$ cat src/rtl/qcs_dyn_pre_seq_pkg.sv
// Shared types and defaults for the dynamic preamble sequencer.
// The optional abort input is enabled by the macro QCS_DYN_PRE_SEQ_ABORT_EN.
`timescale 1ns/1ps
package qcs_dyn_pre_seq_pkg;

  localparam int ADDR_DW_DEF   = 14;
  localparam int BW_W_DEF      = 2;
  localparam int GAMMA_W_DEF   = 4;
  localparam int SUBBAND_W_DEF = 8;
  localparam int N_TX_W        = 4;
  localparam int RD_LAT_DEF    = 2;

  typedef enum logic [2:0] {
    ST_IDLE  = 3'd0,
    ST_SETUP = 3'd1,
    ST_READ  = 3'd2,
    ST_FLUSH = 3'd3,
    ST_DONE  = 3'd4
  } seq_state_t;

  // Latched job configuration; field widths follow the package defaults.
  typedef struct packed {
    logic [BW_W_DEF-1:0]      pkt_bw;
    logic [BW_W_DEF-1:0]      sys_bw;
    logic [SUBBAND_W_DEF-1:0] subband;
    logic [GAMMA_W_DEF-1:0]   gamma;
    logic [N_TX_W-1:0]        n_tx;
    logic                     ch4;
  } seq_cfg_t;

endpackage

$ cat src/rtl/qcs_dyn_pre_seq_addr_gen.sv
// Read address generator: holds the job base, the read index and the
// count of reads still owed. Address wraps modulo 2^ADDR_DW.
`timescale 1ns/1ps
module qcs_dyn_pre_seq_addr_gen #(
  parameter int ADDR_DW = 14
) (
  input  logic               clk,
  input  logic               reset_n,
  input  logic               load,
  input  logic [ADDR_DW-1:0] base,
  input  logic [ADDR_DW:0]   len,
  input  logic               advance,
  output logic [ADDR_DW-1:0] addr,
  output logic               last,
  output logic               empty
);

  logic [ADDR_DW-1:0] base_q, base_d;
  logic [ADDR_DW-1:0] idx_q, idx_d;
  logic [ADDR_DW:0]   rem_q, rem_d;

  // Load a new job or step to the next read.
  always_comb begin
    base_d = base_q;
    idx_d  = idx_q;
    rem_d  = rem_q;
    if (load) begin
      base_d = base;
      idx_d  = '0;
      rem_d  = len;
    end else if (advance && (rem_q != '0)) begin
      idx_d = idx_q + ADDR_DW'(1);
      rem_d = rem_q - (ADDR_DW+1)'(1);
    end
  end

  // Counter registers.
  always_ff @(posedge clk or negedge reset_n) begin
    if (!reset_n) begin
      base_q <= '0;
      idx_q  <= '0;
      rem_q  <= '0;
    end else begin
      base_q <= base_d;
      idx_q  <= idx_d;
      rem_q  <= rem_d;
    end
  end

  // Truncating add gives the silent wrap at the top of the table.
  assign addr  = base_q + idx_q;
  assign last  = (rem_q == (ADDR_DW+1)'(1));
  assign empty = (rem_q == '0);

endmodule

$ cat src/rtl/qcs_dyn_pre_seq_ctrl.sv
// Dynamic preamble sequencer: accepts a job, latches config, issues a
// throttled burst of table reads, waits for the read pipeline to drain,
// then pulses done. Define QCS_DYN_PRE_SEQ_ABORT_EN to add the abort input.
//
// Handshake: a job transfers on a clock edge where start_valid and
// start_ready are both high; cfg_* must be stable while start_valid is high
// and the requester holds start_valid until it sees start_ready.
`timescale 1ns/1ps
module qcs_dyn_pre_seq_ctrl
  import qcs_dyn_pre_seq_pkg::*;
#(
  parameter int ADDR_DW   = ADDR_DW_DEF,
  parameter int BW_W      = BW_W_DEF,
  parameter int GAMMA_W   = GAMMA_W_DEF,
  parameter int SUBBAND_W = SUBBAND_W_DEF,
  parameter int RD_LAT    = RD_LAT_DEF
) (
  input  logic                 clk,
  input  logic                 reset_n,
  input  logic                 start_valid,
  output logic                 start_ready,
  input  logic [BW_W-1:0]      cfg_pkt_bw,
  input  logic [BW_W-1:0]      cfg_sys_bw,
  input  logic [SUBBAND_W-1:0] cfg_subband,
  input  logic [GAMMA_W-1:0]   cfg_gamma,
  input  logic [3:0]           cfg_n_tx,
  input  logic                 cfg_4ch,
  input  logic [ADDR_DW-1:0]   cfg_base_addr,
  input  logic [ADDR_DW:0]     cfg_len,
  input  logic                 out_ready,
`ifdef QCS_DYN_PRE_SEQ_ABORT_EN
  input  logic                 abort,
`endif
  output logic                 nhtp_re,
  output logic [ADDR_DW-1:0]   nhtp_raddr,
  output logic [BW_W-1:0]      txconfig_bw,
  output logic [BW_W-1:0]      sys_bw_mode,
  output logic [SUBBAND_W-1:0] config_mu_subband_present,
  output logic [GAMMA_W-1:0]   config_gamma_rotation,
  output logic [3:0]           n_tx,
  output logic                 nhtp_4ch,
  output logic                 busy,
  output logic                 done,
  output logic [2:0]           dbg_state
);

  localparam int FC_W = $clog2(RD_LAT + 1);

  seq_state_t         state_q, state_d;
  seq_cfg_t           cfg_q, cfg_d;
  logic               nhtp_re_q, nhtp_re_d;
  logic [ADDR_DW-1:0] nhtp_raddr_q, nhtp_raddr_d;
  logic [FC_W-1:0]    flush_cnt_q, flush_cnt_d;
  logic               ready_en_q, ready_en_d;
  logic               ag_load, ag_advance, ag_last, ag_empty;
  logic [ADDR_DW-1:0] ag_addr;
  logic               abort_i;

`ifdef QCS_DYN_PRE_SEQ_ABORT_EN
  assign abort_i = abort;
`else
  assign abort_i = 1'b0;
`endif

  qcs_dyn_pre_seq_addr_gen #(.ADDR_DW(ADDR_DW)) u_addr_gen (
    .clk     (clk),
    .reset_n (reset_n),
    .load    (ag_load),
    .base    (cfg_base_addr),
    .len     (cfg_len),
    .advance (ag_advance),
    .addr    (ag_addr),
    .last    (ag_last),
    .empty   (ag_empty)
  );

  // start_ready stays low until the first edge after reset release.
  assign ready_en_d = 1'b1;

  // Next-state, read issue and config latch.
  always_comb begin
    state_d      = state_q;
    cfg_d        = cfg_q;
    nhtp_re_d    = 1'b0;
    nhtp_raddr_d = nhtp_raddr_q;
    flush_cnt_d  = flush_cnt_q;
    ag_load      = 1'b0;
    ag_advance   = 1'b0;
    case (state_q)
      ST_IDLE: begin
        if (start_valid && start_ready) begin
          cfg_d.pkt_bw  = cfg_pkt_bw;
          cfg_d.sys_bw  = cfg_sys_bw;
          cfg_d.subband = cfg_subband;
          cfg_d.gamma   = cfg_gamma;
          cfg_d.n_tx    = cfg_n_tx;
          cfg_d.ch4     = cfg_4ch;
          ag_load       = 1'b1;
          state_d       = (cfg_len == '0) ? ST_DONE : ST_SETUP;
        end
      end
      ST_SETUP: begin
        if (abort_i) begin
          state_d     = ST_FLUSH;
          flush_cnt_d = FC_W'(RD_LAT);
        end else begin
          state_d = ST_READ;
        end
      end
      ST_READ: begin
        if (abort_i) begin
          state_d     = ST_FLUSH;
          flush_cnt_d = FC_W'(RD_LAT);
        end else if (out_ready && !ag_empty) begin
          nhtp_re_d    = 1'b1;
          nhtp_raddr_d = ag_addr;
          ag_advance   = 1'b1;
          if (ag_last) begin
            state_d     = ST_FLUSH;
            flush_cnt_d = FC_W'(RD_LAT);
          end
        end
      end
      ST_FLUSH: begin
        if (flush_cnt_q == '0) begin
          state_d = ST_DONE;
        end else begin
          flush_cnt_d = flush_cnt_q - FC_W'(1);
        end
      end
      ST_DONE: state_d = ST_IDLE;
      default: state_d = ST_IDLE;
    endcase
  end

  // State and output registers; everything clears on reset.
  always_ff @(posedge clk or negedge reset_n) begin
    if (!reset_n) begin
      state_q      <= ST_IDLE;
      cfg_q        <= '0;
      nhtp_re_q    <= 1'b0;
      nhtp_raddr_q <= '0;
      flush_cnt_q  <= '0;
      ready_en_q   <= 1'b0;
    end else begin
      state_q      <= state_d;
      cfg_q        <= cfg_d;
      nhtp_re_q    <= nhtp_re_d;
      nhtp_raddr_q <= nhtp_raddr_d;
      flush_cnt_q  <= flush_cnt_d;
      ready_en_q   <= ready_en_d;
    end
  end

  assign start_ready               = ready_en_q && (state_q == ST_IDLE);
  assign busy                      = (state_q != ST_IDLE);
  assign done                      = (state_q == ST_DONE);
  assign dbg_state                 = state_q;
  assign nhtp_re                   = nhtp_re_q;
  assign nhtp_raddr                = nhtp_raddr_q;
  assign txconfig_bw               = cfg_q.pkt_bw;
  assign sys_bw_mode               = cfg_q.sys_bw;
  assign config_mu_subband_present = cfg_q.subband;
  assign config_gamma_rotation     = cfg_q.gamma;
  assign n_tx                      = cfg_q.n_tx;
  assign nhtp_4ch                  = cfg_q.ch4;

endmodule

$ cat config.mk
export PLATFORM = sky130hd
export DESIGN_NAME = qcs_dyn_pre_seq_ctrl
export DESIGN_NICKNAME = d
export VERILOG_FILES = /design/src/rtl/qcs_dyn_pre_seq_pkg.sv /design/src/rtl/qcs_dyn_pre_seq_addr_gen.sv /design/src/rtl/qcs_dyn_pre_seq_ctrl.sv
export SDC_FILE = /design/constraint.sdc
export NUM_CORES = 1
export LEC_CHECK = 0
export CAP_MARGIN = 20
export CORE_UTILIZATION = 30
export CTS_CLUSTER_SIZE = 10
export DETAILED_ROUTE_END_ITERATION = 16
export PLACE_DENSITY = 0.6
export SLEW_MARGIN = 40
export SYNTH_ARGS = -nofsm -noshare
export SYNTH_HDL_FRONTEND = slang
export SYNTH_SLANG_ARGS = --single-unit
$ cat constraint.sdc
create_clock -name clk -period 2.1 [get_ports clk]
set_input_delay 0.315 -clock clk [delete_from_list [all_inputs] [get_ports clk]]
set_output_delay 0.315 -clock clk [all_outputs]
set_load 0.1 [all_outputs]
==> flow_metrics.py <==
metrics = {
    "run_status": {
        "status": "finished, final reports clean",
    },
    "power_and_ir_drop": {
        "p_per_area_nw_per_um2": 1698,
        "peakVddDrop_v": 0.0009088,
        "leakage_nw": 2.845,
    },
    "layout": {
        "fill_cells": 1445,
        "antenna_cells": 0,
        "nNetsFinal": 698,
        "drive_gt1_frac": 0.1807,
        "multi_input_area_sq_um": 2276,
        "area_growth_pct": 37.62,
        "seq_area_sq_um": 2131,
    },
    "clock_tree": {
        "cts.htree.levels": 3,
        "numCtsBuffers": 9,
        "path_clk_slew_ns": 0.07,
        "cts_tree": "built",
        "cts.root.buffer_cell": "clkbuf_16",
        "cts_buffer_depth": 2,
        "cts.sinks": 85,
        "clk_latency_ns": 0.35,
    },
    "grt": {
        "antenna_found_initial": 0,
        "met3_usage": 0.03737,
        "met1_usage": 0.2122,
        "grt_pass1_wl_um": 19700,
        "grt_max_degree": 56,
        "grt-busiest-layer": "met2",
        "grt_overflow": 0,
        "grt_pass1_vias": 3937,
        "track_usage": 0.1584,
        "grt_util_met2": 0.2496,
    },
    "logic_synthesis": {
        "synth_common_cells": "nand2_1, dfrtp_1, o21ai_0",
        "yosysWarnings": 0,
        "synthCells": 510,
        "syn_nets": 582,
        "synthFlopType": "dfrtp_1",
        "synth_edf_count": 0,
        "synth_largest_area_cell": "dfrtp_1",
        "ys_ff_latch": 85,
        "synth.most_common_cell": "nand2_1",
        "yosys.cell_types.count": 61,
        "avgSynthCellArea_sq_um": 8.830,
        "yosys-top-cells-area": "dfrtp_1, nand2_1, ha_1",
        "synth_top_area_share": 0.4724,
        "post_synth_instance_area_sq_um": 4503,
        "async_flop_share": 1.000,
        "ys_seq_area_frac": 0.4724,
    },
    "critical_path": {
        "critPathLaunchType": "flip-flop",
        "rr_startpoint": "u_addr_gen.base_q[0]",
        "slowest_delay_ns": 0.36,
        "worstPathCellList": "ha_2, inv_2, fa_2, nand2b_4, a211oi_4, buf_4, o211ai_1, or3_1, nand3_1",
        "required_ns": 2.38,
        "reg2reg_to": "nhtp_raddr[10]",
        "slowest_stage": "dfrtp_1",
        "endpoint_kind": "flip-flop",
        "crit_type": "reg2reg",
        "r2r_setup_slack_ns": 0.02,
        "cp_max_fo": 2,
        "crit_arrival_ns": 2.35,
        "r2r_cells": 9,
    },
    "drt": {
        "antenna_left": 0,
        "detail_route.wl_per_cell_um": 14.53,
        "via_count": 4024,
        "drtIter0Drc": 156,
        "first_pass_iters": 4,
        "wirelength_um": 11840,
        "route.detailed.drc": 0,
        "via_per_inst": 4.937,
    },
    "place": {
        "dpl_worst_slack_ns": -0.1024,
        "port_buffers": 95,
        "gp_congestion": 0.8057,
        "dp_hpwl_um": 8713,
    },
    "timing": {
        "rsz0062_at_grt": "yes",
        "fmax_ghz": 0.4819,
        "finalSetupViolations": 0,
        "hold_ws_ns": 0.4509,
        "finClkSkew_ns": 0.008890,
        "hold_viol_final": 0,
        "final.setup.worst_slack_ns": 0.02500,
        "slew_violations": 0,
        "fin_crit_sh": 0.9881,
        "period_minus_slack_ns": 2.075,
    },
    "floorplan": {
        "rows": 44,
        "die_w_um": 124.5,
        "die_h_um": 124.5,
        "io_pins": 96,
        "die_area_sq_um": 15500,
        "start_util": 0.3087,
        "coreArea_sq_um": 14590,
    },
    "hold_path": {
        "holdCritPathClass": "in2async",
    },
    "run": {
        "drv_cap": 0,
    },
}
==> critical path: cells and delay by family (launching register included) <==
family	cells	cell delay, ns
AOI/OAI and AO/OA	2	0.35
buffers and inverters	2	0.20
adders and majority gates	2	0.52
DFF	1	0.36
and+or+nand+nor	3	0.57
==> final cells by class <==
cell class,instances,area share
Inverter,21,0.01272
Multi-Input combinational cell,383,0.3673
Clock inverter,6,0.01797
Clock buffer,10,0.03695
Tap cell,184,0.03715
Timing Repair Buffer,126,0.1841
Sequential cell,85,0.3438
==> layout by cell type (no fill, tap or decap), types with 3 or more instances in the layout <==
| master | netlist | routed |
|---|---|---|
| and3_1 | 5 | 4 |
| o21ai_0 | 29 | 28 |
| or3_1 | 5 | 5 |
| bufinv_16 | 0 | 3 |
| a21oi_1 | 19 | 19 |
| nand2_1 | 140 | 140 |
| o21ai_1 | 3 | 4 |
| xor2_1 | 11 | 11 |
| clkdlybuf4s50_1 | 0 | 52 |
| nor3_1 | 14 | 12 |
| a21o_1 | 3 | 3 |
| nor2_1 | 23 | 23 |
| nand3_1 | 21 | 21 |
| dfrtp_1 | 85 | 82 |
| buf_4 | 2 | 68 |
| xnor2_1 | 11 | 11 |
| dfrtp_2 | 0 | 3 |
| nor2b_1 | 3 | 3 |
| nand4_1 | 6 | 6 |
| inv_1 | 20 | 19 |
| o31ai_1 | 3 | 3 |
| nor4_1 | 11 | 11 |
| clkbuf_16 | 0 | 9 |
| or4_1 | 5 | 5 |
| buf_12 | 0 | 5 |
| ha_1 | 17 | 15 |
| o211ai_1 | 4 | 4 |
| mux2i_1 | 3 | 3 |
==> report_power, final <==
part | leakage, nW | switching, mW | internal, mW
Clock | 0.163 | 0.660 | 1.16
Sequential | 1.06 | 0.545 | 2.30
Combinational | 1.62 | 4.17 | 1.68
Total | 2.85 | 5.38 | 5.15
==> state kept, by name, indices dropped and copies added (netlist names) <==
name / cells
config_gamma_rotation: 4
config_mu_subband_present: 8
dbg_state: 3
flush_cnt_q: 2
n_tx: 4
nhtp_4ch: 1
nhtp_raddr: 14
nhtp_re: 1
ready_en_q: 1
sys_bw_mode: 2
txconfig_bw: 2
u_addr_gen.base_q: 14
u_addr_gen.idx_q: 14
u_addr_gen.rem_q: 15
==> worst max path at each step <==
| stage | startpoint | to | slack (ns) | cells after the start |
|---|---|---|---|---|
| after CTS | u_addr_gen.base_q[0] | nhtp_raddr[10] | 0.003 | 9 |
| after floorplan | dbg_state[0] | u_addr_gen.idx_q[13] | 0.02 | 6 |
| after global routing | u_addr_gen.base_q[0] | nhtp_raddr[10] | -0.06 | 9 |
| after detailed placement | cfg_len[6] | dbg_state[0] | -0.10 | 6 |
| after global placement | out_ready | u_addr_gen.idx_q[12] | -0.002 | 5 |
| final | u_addr_gen.base_q[0] | nhtp_raddr[10] | 0.02 | 9 |
==> per-stage QoR <==
step	area, sq um	total power [mW]	instances	util	setup TNS, ns
final	6197	10.53	815	0.4248	0
after CTS	6137	10.50	813	0.4207	0
after global routing	6197	11.11	815	0.4248	-0.06755
after global placement	5779	8.516	796	0.3961	-0.001657
after detailed placement	5779	8.605	796	0.3961	-0.2228
after floorplan	4526	7.075	510	-	0
==> metal layers <==
layer	share of wire	wire, um
met5	0	0
met4	0.0068	80
met3	0.038	454
met2	0.48	5628
met1	0.48	5679
==> what timing repair did <==
| item | in CTS | in global routing |
|---|---|---|
| hold buffers | 1 | 0 |
| buffers inserted | 0 | 2 |
| endpoints found under the setup margin | 2 | 19 |
| hold endpoints to repair | 30 | 0 |
| pin swaps | 1 | 2 |
| resized for setup | 1 | 11 |
==> kinds of logic (layout without fill, tap and decap cells) <==
group | count (synthesis) | in the layout | share of synthesized area
AND/OR/NAND/NOR | 255 | 255 | 0.2701
XOR/XNOR | 22 | 22 | 0.04279
flip-flops | 85 | 85 | 0.4724
AO/OA/AOI/OAI | 84 | 84 | 0.1173
multiplexers | 3 | 3 | 0.006669
adder cells (fa/ha/maj) | 18 | 18 | 0.05168
buffers and inverters | 42 | 163 | 0.03834
other | 1 | 1 | 0.0008328
No activity file was read; power rests on OpenSTA's default activity.
